### src/rtl/udp_pkg.sv
// Shared constants, FSM encoding and TX word payload for the UDP transmit framer.
package udp_pkg;

  localparam int unsigned LEN_W       = 11;
  localparam int unsigned ADDR_W      = 9;
  localparam int unsigned DATA_W      = 32;
  localparam int unsigned CNT_W       = 9;
  localparam int unsigned CSUM_CYCLES = 3;
  localparam int unsigned GAP_CYCLES  = 2;

  localparam logic [15:0] ETH_TYPE_IP  = 16'h0800;
  localparam logic [7:0]  IP_PROTO_UDP = 8'h11;
  localparam int unsigned HDR_WORDS    = 11;
  localparam int unsigned MAX_PAYLOAD  = 1472;

  typedef enum logic [2:0] {
    IDLE,
    CSUM,
    REQ,
    HDR,
    PAY,
    GAP
  } state_e;

  typedef struct packed {
    logic              wren;
    logic              sop;
    logic              eop;
    logic [1:0]        mod;
    logic [DATA_W-1:0] data;
  } tx_word_t;

endpackage

### src/rtl/udp_ip_csum.sv
// Three-stage IPv4 header checksum: variable-field sum, add fixed address sum, fold and invert.
module udp_ip_csum
  import udp_pkg::*;
#(
  parameter logic [31:0] SRC_IP = 32'h0,
  parameter logic [31:0] DST_IP = 32'h0,
  parameter logic [7:0]  TTL    = 8'd64
) (
  input  logic        clk,
  input  logic        rst_n,
  input  logic [15:0] total_len_i,
  input  logic [15:0] ident_i,
  output logic [15:0] csum_o
);

  localparam logic [17:0] IP_SUM = 18'(SRC_IP[31:16]) + 18'(SRC_IP[15:0]) +
                                   18'(DST_IP[31:16]) + 18'(DST_IP[15:0]);

  logic [18:0] s1_q, s1_d;
  logic [19:0] s2_q, s2_d;
  logic [15:0] csum_q, csum_d;
  logic [16:0] fold1_c;
  logic [15:0] fold2_c;

  // Checksum field itself contributes zero to the sum.
  always_comb begin
    s1_d    = 19'(16'h4500) + 19'(total_len_i) + 19'(ident_i) +
              19'(16'h4000) + 19'({TTL, IP_PROTO_UDP});
    s2_d    = 20'(s1_q) + 20'(IP_SUM);
    fold1_c = 17'(s2_q[15:0]) + 17'(s2_q[19:16]);
    fold2_c = fold1_c[15:0] + 16'(fold1_c[16]);
    csum_d  = ~fold2_c;
  end

  always_ff @(posedge clk or negedge rst_n) begin
    if (!rst_n) begin
      s1_q   <= '0;
      s2_q   <= '0;
      csum_q <= '0;
    end else begin
      s1_q   <= s1_d;
      s2_q   <= s2_d;
      csum_q <= csum_d;
    end
  end

  assign csum_o = csum_q;

endmodule

### src/rtl/udp_tx_framer.sv
// Builds an Ethernet/IPv4/UDP frame around a payload held in RAM and streams it to the TX arbiter.
module udp_tx_framer
  import udp_pkg::*;
#(
  parameter logic [47:0] SRC_MAC  = 48'h0,
  parameter logic [47:0] DST_MAC  = 48'hFFFFFFFFFFFF,
  parameter logic [31:0] SRC_IP   = 32'h0,
  parameter logic [31:0] DST_IP   = 32'h0,
  parameter logic [15:0] SRC_PORT = 16'd0,
  parameter logic [15:0] DST_PORT = 16'd0,
  parameter logic [7:0]  TTL      = 8'd64
) (
  input  logic              clk,
  input  logic              rst_n,
  input  logic              start,
  input  logic [LEN_W-1:0]  pl_len,
  output logic              busy,
  output logic              len_err,
  output logic [ADDR_W-1:0] pl_rd_addr,
  input  logic [DATA_W-1:0] pl_rd_data,
  output logic              en_udp,
  input  logic              tx_rdy,
  output logic              tx_wren,
  output logic              tx_sop,
  output logic              tx_eop,
  output logic [1:0]        tx_mod,
  output logic [DATA_W-1:0] tx_data
);

  localparam int unsigned LP3_W = LEN_W + 1;

  state_e            state_q, state_d;
  logic [CNT_W-1:0]  cnt_q, cnt_d;
  logic [LEN_W-1:0]  len_q, len_d;
  logic [15:0]       ident_q, ident_d;
  logic [ADDR_W-1:0] addr_q, addr_d;
  logic              busy_q, busy_d;
  logic              len_err_q, len_err_d;
  logic              en_udp_q, en_udp_d;
  tx_word_t          tx_q, tx_d;

  logic [15:0]       csum_c;
  logic [15:0]       total_len_c;
  logic [15:0]       udp_len_c;
  logic [LP3_W-1:0]  len_p3_c;
  logic [CNT_W-1:0]  last_idx_c;
  logic [1:0]        mod_c;
  logic              len_ok_c;
  logic [3:0]        hdr_idx_c;
  logic [DATA_W-1:0] hdr_word_c;

  assign total_len_c = 16'(len_q) + 16'd28;
  assign udp_len_c   = 16'(len_q) + 16'd8;
  assign len_p3_c    = {1'b0, len_q} + LP3_W'(3);
  assign last_idx_c  = CNT_W'(len_p3_c >> 2) - CNT_W'(1);
  assign mod_c       = 2'(3'd4 - {1'b0, len_q[1:0]});
  assign len_ok_c    = (pl_len != '0) && (pl_len <= LEN_W'(MAX_PAYLOAD));

  udp_ip_csum #(
    .SRC_IP (SRC_IP),
    .DST_IP (DST_IP),
    .TTL    (TTL)
  ) u_csum (
    .clk         (clk),
    .rst_n       (rst_n),
    .total_len_i (total_len_c),
    .ident_i     (ident_q),
    .csum_o      (csum_c)
  );

  // Index of the header word loaded at the next edge (w0 is loaded from REQ).
  assign hdr_idx_c = (state_q == HDR) ? 4'(cnt_q) + 4'd1 : 4'd0;

  always_comb begin
    hdr_word_c = '0;
    case (hdr_idx_c)
      4'd0:    hdr_word_c = {16'h0000, DST_MAC[47:32]};
      4'd1:    hdr_word_c = DST_MAC[31:0];
      4'd2:    hdr_word_c = SRC_MAC[47:16];
      4'd3:    hdr_word_c = {SRC_MAC[15:0], ETH_TYPE_IP};
      4'd4:    hdr_word_c = {8'h45, 8'h00, total_len_c};
      4'd5:    hdr_word_c = {ident_q, 16'h4000};
      4'd6:    hdr_word_c = {TTL, IP_PROTO_UDP, csum_c};
      4'd7:    hdr_word_c = SRC_IP;
      4'd8:    hdr_word_c = DST_IP;
      4'd9:    hdr_word_c = {SRC_PORT, DST_PORT};
      4'd10:   hdr_word_c = {udp_len_c, 16'h0000};
      default: hdr_word_c = '0;
    endcase
  end

  always_comb begin
    state_d   = state_q;
    cnt_d     = cnt_q;
    len_d     = len_q;
    ident_d   = ident_q;
    addr_d    = addr_q;
    busy_d    = busy_q;
    len_err_d = 1'b0;
    en_udp_d  = 1'b0;
    tx_d      = '0;
    case (state_q)
      IDLE: begin
        addr_d = '0;
        if (start) begin
          if (len_ok_c) begin
            len_d   = pl_len;
            busy_d  = 1'b1;
            cnt_d   = '0;
            state_d = CSUM;
          end else begin
            len_err_d = 1'b1;
          end
        end
      end
      CSUM: begin
        cnt_d = cnt_q + CNT_W'(1);
        if (cnt_q == CNT_W'(CSUM_CYCLES - 1)) begin
          cnt_d    = '0;
          en_udp_d = 1'b1;
          state_d  = REQ;
        end
      end
      REQ: begin
        if (tx_rdy) begin
          cnt_d     = '0;
          tx_d.wren = 1'b1;
          tx_d.sop  = 1'b1;
          tx_d.data = hdr_word_c;
          state_d   = HDR;
        end else begin
          en_udp_d = 1'b1;
        end
      end
      HDR: begin
        tx_d.wren = 1'b1;
        cnt_d     = cnt_q + CNT_W'(1);
        // Payload read for word 0 is presented during w9 to cover the RAM latency.
        if (cnt_q >= CNT_W'(HDR_WORDS - 2)) addr_d = addr_q + ADDR_W'(1);
        if (cnt_q == CNT_W'(HDR_WORDS - 1)) begin
          cnt_d     = '0;
          tx_d.data = pl_rd_data;
          tx_d.eop  = (last_idx_c == '0);
          state_d   = PAY;
        end else begin
          tx_d.data = hdr_word_c;
        end
      end
      PAY: begin
        if (tx_q.eop) begin
          cnt_d   = '0;
          addr_d  = '0;
          ident_d = ident_q + 16'd1;
          state_d = GAP;
        end else begin
          cnt_d     = cnt_q + CNT_W'(1);
          addr_d    = addr_q + ADDR_W'(1);
          tx_d.wren = 1'b1;
          tx_d.data = pl_rd_data;
          tx_d.eop  = ((cnt_q + CNT_W'(1)) == last_idx_c);
        end
      end
      GAP: begin
        cnt_d = cnt_q + CNT_W'(1);
        if (cnt_q == CNT_W'(GAP_CYCLES - 1)) begin
          cnt_d   = '0;
          busy_d  = 1'b0;
          state_d = IDLE;
        end
      end
      default: begin
        state_d = IDLE;
      end
    endcase
    if (tx_d.eop) tx_d.mod = mod_c;
  end

  always_ff @(posedge clk or negedge rst_n) begin
    if (!rst_n) begin
      state_q   <= IDLE;
      cnt_q     <= '0;
      len_q     <= '0;
      ident_q   <= '0;
      addr_q    <= '0;
      busy_q    <= 1'b0;
      len_err_q <= 1'b0;
      en_udp_q  <= 1'b0;
      tx_q      <= '0;
    end else begin
      state_q   <= state_d;
      cnt_q     <= cnt_d;
      len_q     <= len_d;
      ident_q   <= ident_d;
      addr_q    <= addr_d;
      busy_q    <= busy_d;
      len_err_q <= len_err_d;
      en_udp_q  <= en_udp_d;
      tx_q      <= tx_d;
    end
  end

  assign busy       = busy_q;
  assign len_err    = len_err_q;
  assign pl_rd_addr = addr_q;
  assign en_udp     = en_udp_q;
  assign tx_wren    = tx_q.wren;
  assign tx_sop     = tx_q.sop;
  assign tx_eop     = tx_q.eop;
  assign tx_mod     = tx_q.mod;
  assign tx_data    = tx_q.data;

endmodule

### config.mk
export PLATFORM = sky130hd
export DESIGN_NAME = udp_tx_framer
export DESIGN_NICKNAME = d
export VERILOG_FILES = /design/src/rtl/udp_pkg.sv /design/src/rtl/udp_ip_csum.sv /design/src/rtl/udp_tx_framer.sv
export SDC_FILE = /design/constraint.sdc
export NUM_CORES = 1
export LEC_CHECK = 0
export CAP_MARGIN = 20
export CORE_ASPECT_RATIO = 0.7
export CORE_UTILIZATION = 40
export DETAILED_ROUTE_END_ITERATION = 8
export GPL_TIMING_DRIVEN = 0
export PLACE_DENSITY = 0.59
export SLEW_MARGIN = 20
export SYNTH_ARGS = -nofsm -noshare
export SYNTH_HDL_FRONTEND = slang
export SYNTH_HIERARCHICAL = 1
export SYNTH_SLANG_ARGS = --single-unit
### constraint.sdc
create_clock -name clk -period 4.58 [get_ports clk]
set_input_delay 1.145 -clock clk [delete_from_list [all_inputs] [get_ports clk]]
set_output_delay 1.145 -clock clk [all_outputs]
set_load 0.1 [all_outputs]
==> results_dict.tcl, run 1 <==
set metrics [dict create \
    fin_cells 1283 \
    synth.avg_cell_area_um2 9.63 \
    grt_pass1_vias 6478 \
    fin_skew_ns 0.0166 \
    wire_per_inst_um 17.9 \
    grt_usage 0.225 \
    cts_tree "yes" \
    ant_nets 0 \
    yosysWarnings 6 \
    syn_inst 876 \
    post_drt_via_cell_ratio 5.40 \
    p_per_area_mw_per_mm2 740 \
    die_y_um 124 \
    setup_viol 0 \
    cp.required_ns 4.88 \
    startpoint_type "register" \
    ys_types 85 \
    met3WireLength_um 1940 \
    final_common_cell "dfrtp_1" \
    insertion_delay_ns 0.44 \
    cts_buffer_depth 2 \
    synth_edf_count 0 \
    cts.repair.resized 0 \
    route.met2.wl_um 8690 \
    critPathArrivalTime_ns 4.51 \
    ys_seq_area_frac 0.415 \
    synth_area_mm2 0.00844 \
    place_inst 1251 \
    ys_ff_latch 140 \
    crit_type "reg2reg" \
    period_needed_ns 4.21 \
    grt_max_degree 80 \
    drv_slew 0 \
    first_pass_iters 5 \
    end_kind "register" \
    io_pins 96 \
    drc 0 \
    async_flop_share 1.00 \
    numCtsBuffers 17 \
    fin_crit_sh 0.918 \
    core-area_mm2 0.0207 \
    clk_pin_slew_ns 0.06 \
    post_cts_buffers 0 \
    synth_top_area_frac 0.415 \
    num_rows 44 \
    p_leak_nw 4.56 \
    drv_cap 0 \
    h-tree-depth 4 \
    wl_met1_um 12100 \
    final_core_util 0.503 \
    grt.overflow.total 0 \
    synthFlopType "dfrtp_1" \
    areaGrowthSynthToFinish_pct 23.4 \
    fp.dieW_um 176 \
    io_buffers 95 \
    initialDrtViolationCount 570 \
    place.detailed.hpwl_um 17300 \
    vdd_drop_max_v 0.000305 \
    hp-class "reg2reg" \
    slew_headroom 0.316 \
    grt_pass1_wl_um 36500 \
    netlist_top_cells_area "dfrtp_1, ha_1, xnor2_1" \
    dieArea_mm2 0.0217 \
    vias 6931 \
    hold_violations 0 \
    wl_um 22900 \
    fin_nets 1091 \
    routed.top_layer "met4" \
    hold_depth 0 \
    postCtsHoldBufs 0 \
    start_util 0.408 \
    reg2regPathDepth 14 \
    antenna_found_initial 0 \
    place_congestion 0.876 \
    crit_path_max_fanout 10 \
    rsz0062_at_grt "no" \
    worst_slew_pin_slew_ns 1.01 \
    fmax_mhz 238 \
    root_buffer "clkbuf_16" \
    place_ws_ns 0.147 \
    drive_gt1_frac 0.0735 \
    antennaDiodeCount 0 \
    status "finished, final reports clean" \
    clock-sinks 140 \
    synth_largest_area_cell "dfrtp_1" \
    fin_ws_ns 0.374 \
    final_cell_mix "dfrtp_1, clkdlybuf4s50_1, nand2_1, o21ai_0, xnor2_1" \
]
where the power goes:
part	internal (W)	total (W)	switching, W
logic	0.00149	0.00435	0.00286
clock network	0.000907	0.00147	0.000566
registers	0.00162	0.00188	0.000254
through the flow:
stage	power (W)	TNS (ns)	cell area [um2]	hold WS, ns
global route	0.00820	0	10400	0.353
finish	0.00770	0	10400	0.338
detailed placement	0.00616	0	9780	0.335
CTS	0.00767	0	10400	0.346
floorplan	0.00503	0	8450	0.331
global placement	0.00613	-460.27	9740	0.332
worst max-delay path, cell delays in order (launching register included):
cell       delay (ns)
dfrtp_1          0.42
buf_6            0.17
inv_1            0.22
ha_1             0.19
a21boi_1         0.36
nor2_1           0.14
xor2_2           0.28
ha_1             0.28
ha_1             0.39
a2111oi_2        0.38
o21a_1           0.18
nor3_1           0.09
a311o_1          0.48
a2111oi_2        0.39
nor3b_1          0.10
path summary, 6_finish.rpt:
path,from,to,slack (ns)
worst min-delay path,u_csum/s1_q[4],u_csum/s2_q[4],0.34
worst min register to register,u_csum/s1_q[4],u_csum/s2_q[4],0.34
max in group asynchronous,rst_n,len_q[3],3.16
min in group asynchronous,rst_n,tx_data[15],0.69
worst max-delay path,len_q[4],u_csum/s1_q[16],0.37
worst max register to register,len_q[4],u_csum/s1_q[16],0.37
kinds of logic after synthesis:
logic type,share of synthesized area
adder cells (fa/ha/maj),0.0759
AO/OA/AOI/OAI,0.167
XOR/XNOR,0.104
multiplexers,0.0249
other,0.000445
flip-flops,0.415
buffers and inverters,0.0439
AND/OR/NAND/NOR,0.168
area by class of cell:
class | count | area (um2)
inverter | 52 | 195
clock inverter | 11 | 158
buffer | 37 | 175
multi-input combinational | 650 | 4580
clock buffer | 21 | 470
fill | 1936 | 10300
timing repair buffer | 96 | 983
tap | 276 | 345
sequential | 140 | 3500
routing by layer:
metal | vias up | track usage
li1 | 3361 | -
met2 | 247 | 0.290
met3 | 18 | 0.0572
met1 | 3305 | 0.358
met4 | 0 | 0.0592
met5 | - | 0
cell usage after synthesis (3+ instances only):
cell / number
dfrtp_1: 140
nand2_1: 79
o21ai_0: 61
xnor2_1: 58
nor2_1: 53
inv_1: 50
ha_1: 48
a21oi_1: 34
nand3_1: 34
xor2_1: 34
clkbuf_1: 20
nor3_1: 16
a22o_1: 15
mux2i_1: 15
nand2b_1: 13
and3_1: 12
nand4_1: 12
a221oi_1: 11
buf_2: 10
a21o_1: 9
a31oi_1: 7
nor2b_1: 7
nor4_1: 7
o21a_1: 6
o31ai_1: 6
a211oi_1: 5
a311oi_1: 5
or3_1: 5
a21boi_0: 4
a221o_1: 4
and4_1: 4
mux2_2: 4
nor3b_1: 4
o22ai_1: 4
a2111oi_2: 3
a22oi_1: 3
and2_1: 3
o211ai_1: 3
o21bai_1: 3
or2_2: 3
flip-flops by register name (all words and copies together), names as in the netlist, 2 cells and up:
| register | flops |
|---|---|
| cnt_q | 9 |
| ident_q | 16 |
| len_q | 11 |
| pl_rd_addr | 9 |
| state_q | 3 |
| tx_data | 32 |
| tx_mod | 2 |
| u_csum/csum_o | 16 |
| u_csum/s1_q | 18 |
| u_csum/s2_q | 18 |
No activity file was read; power rests on OpenSTA's default activity.
==> run 2, diff against run 1 <==
HOLD_SLACK_MARGIN = 0.06   (was unset)
==> results of run 2 <==
The final DEF is identical to that of run 1; final timing and power are the same.
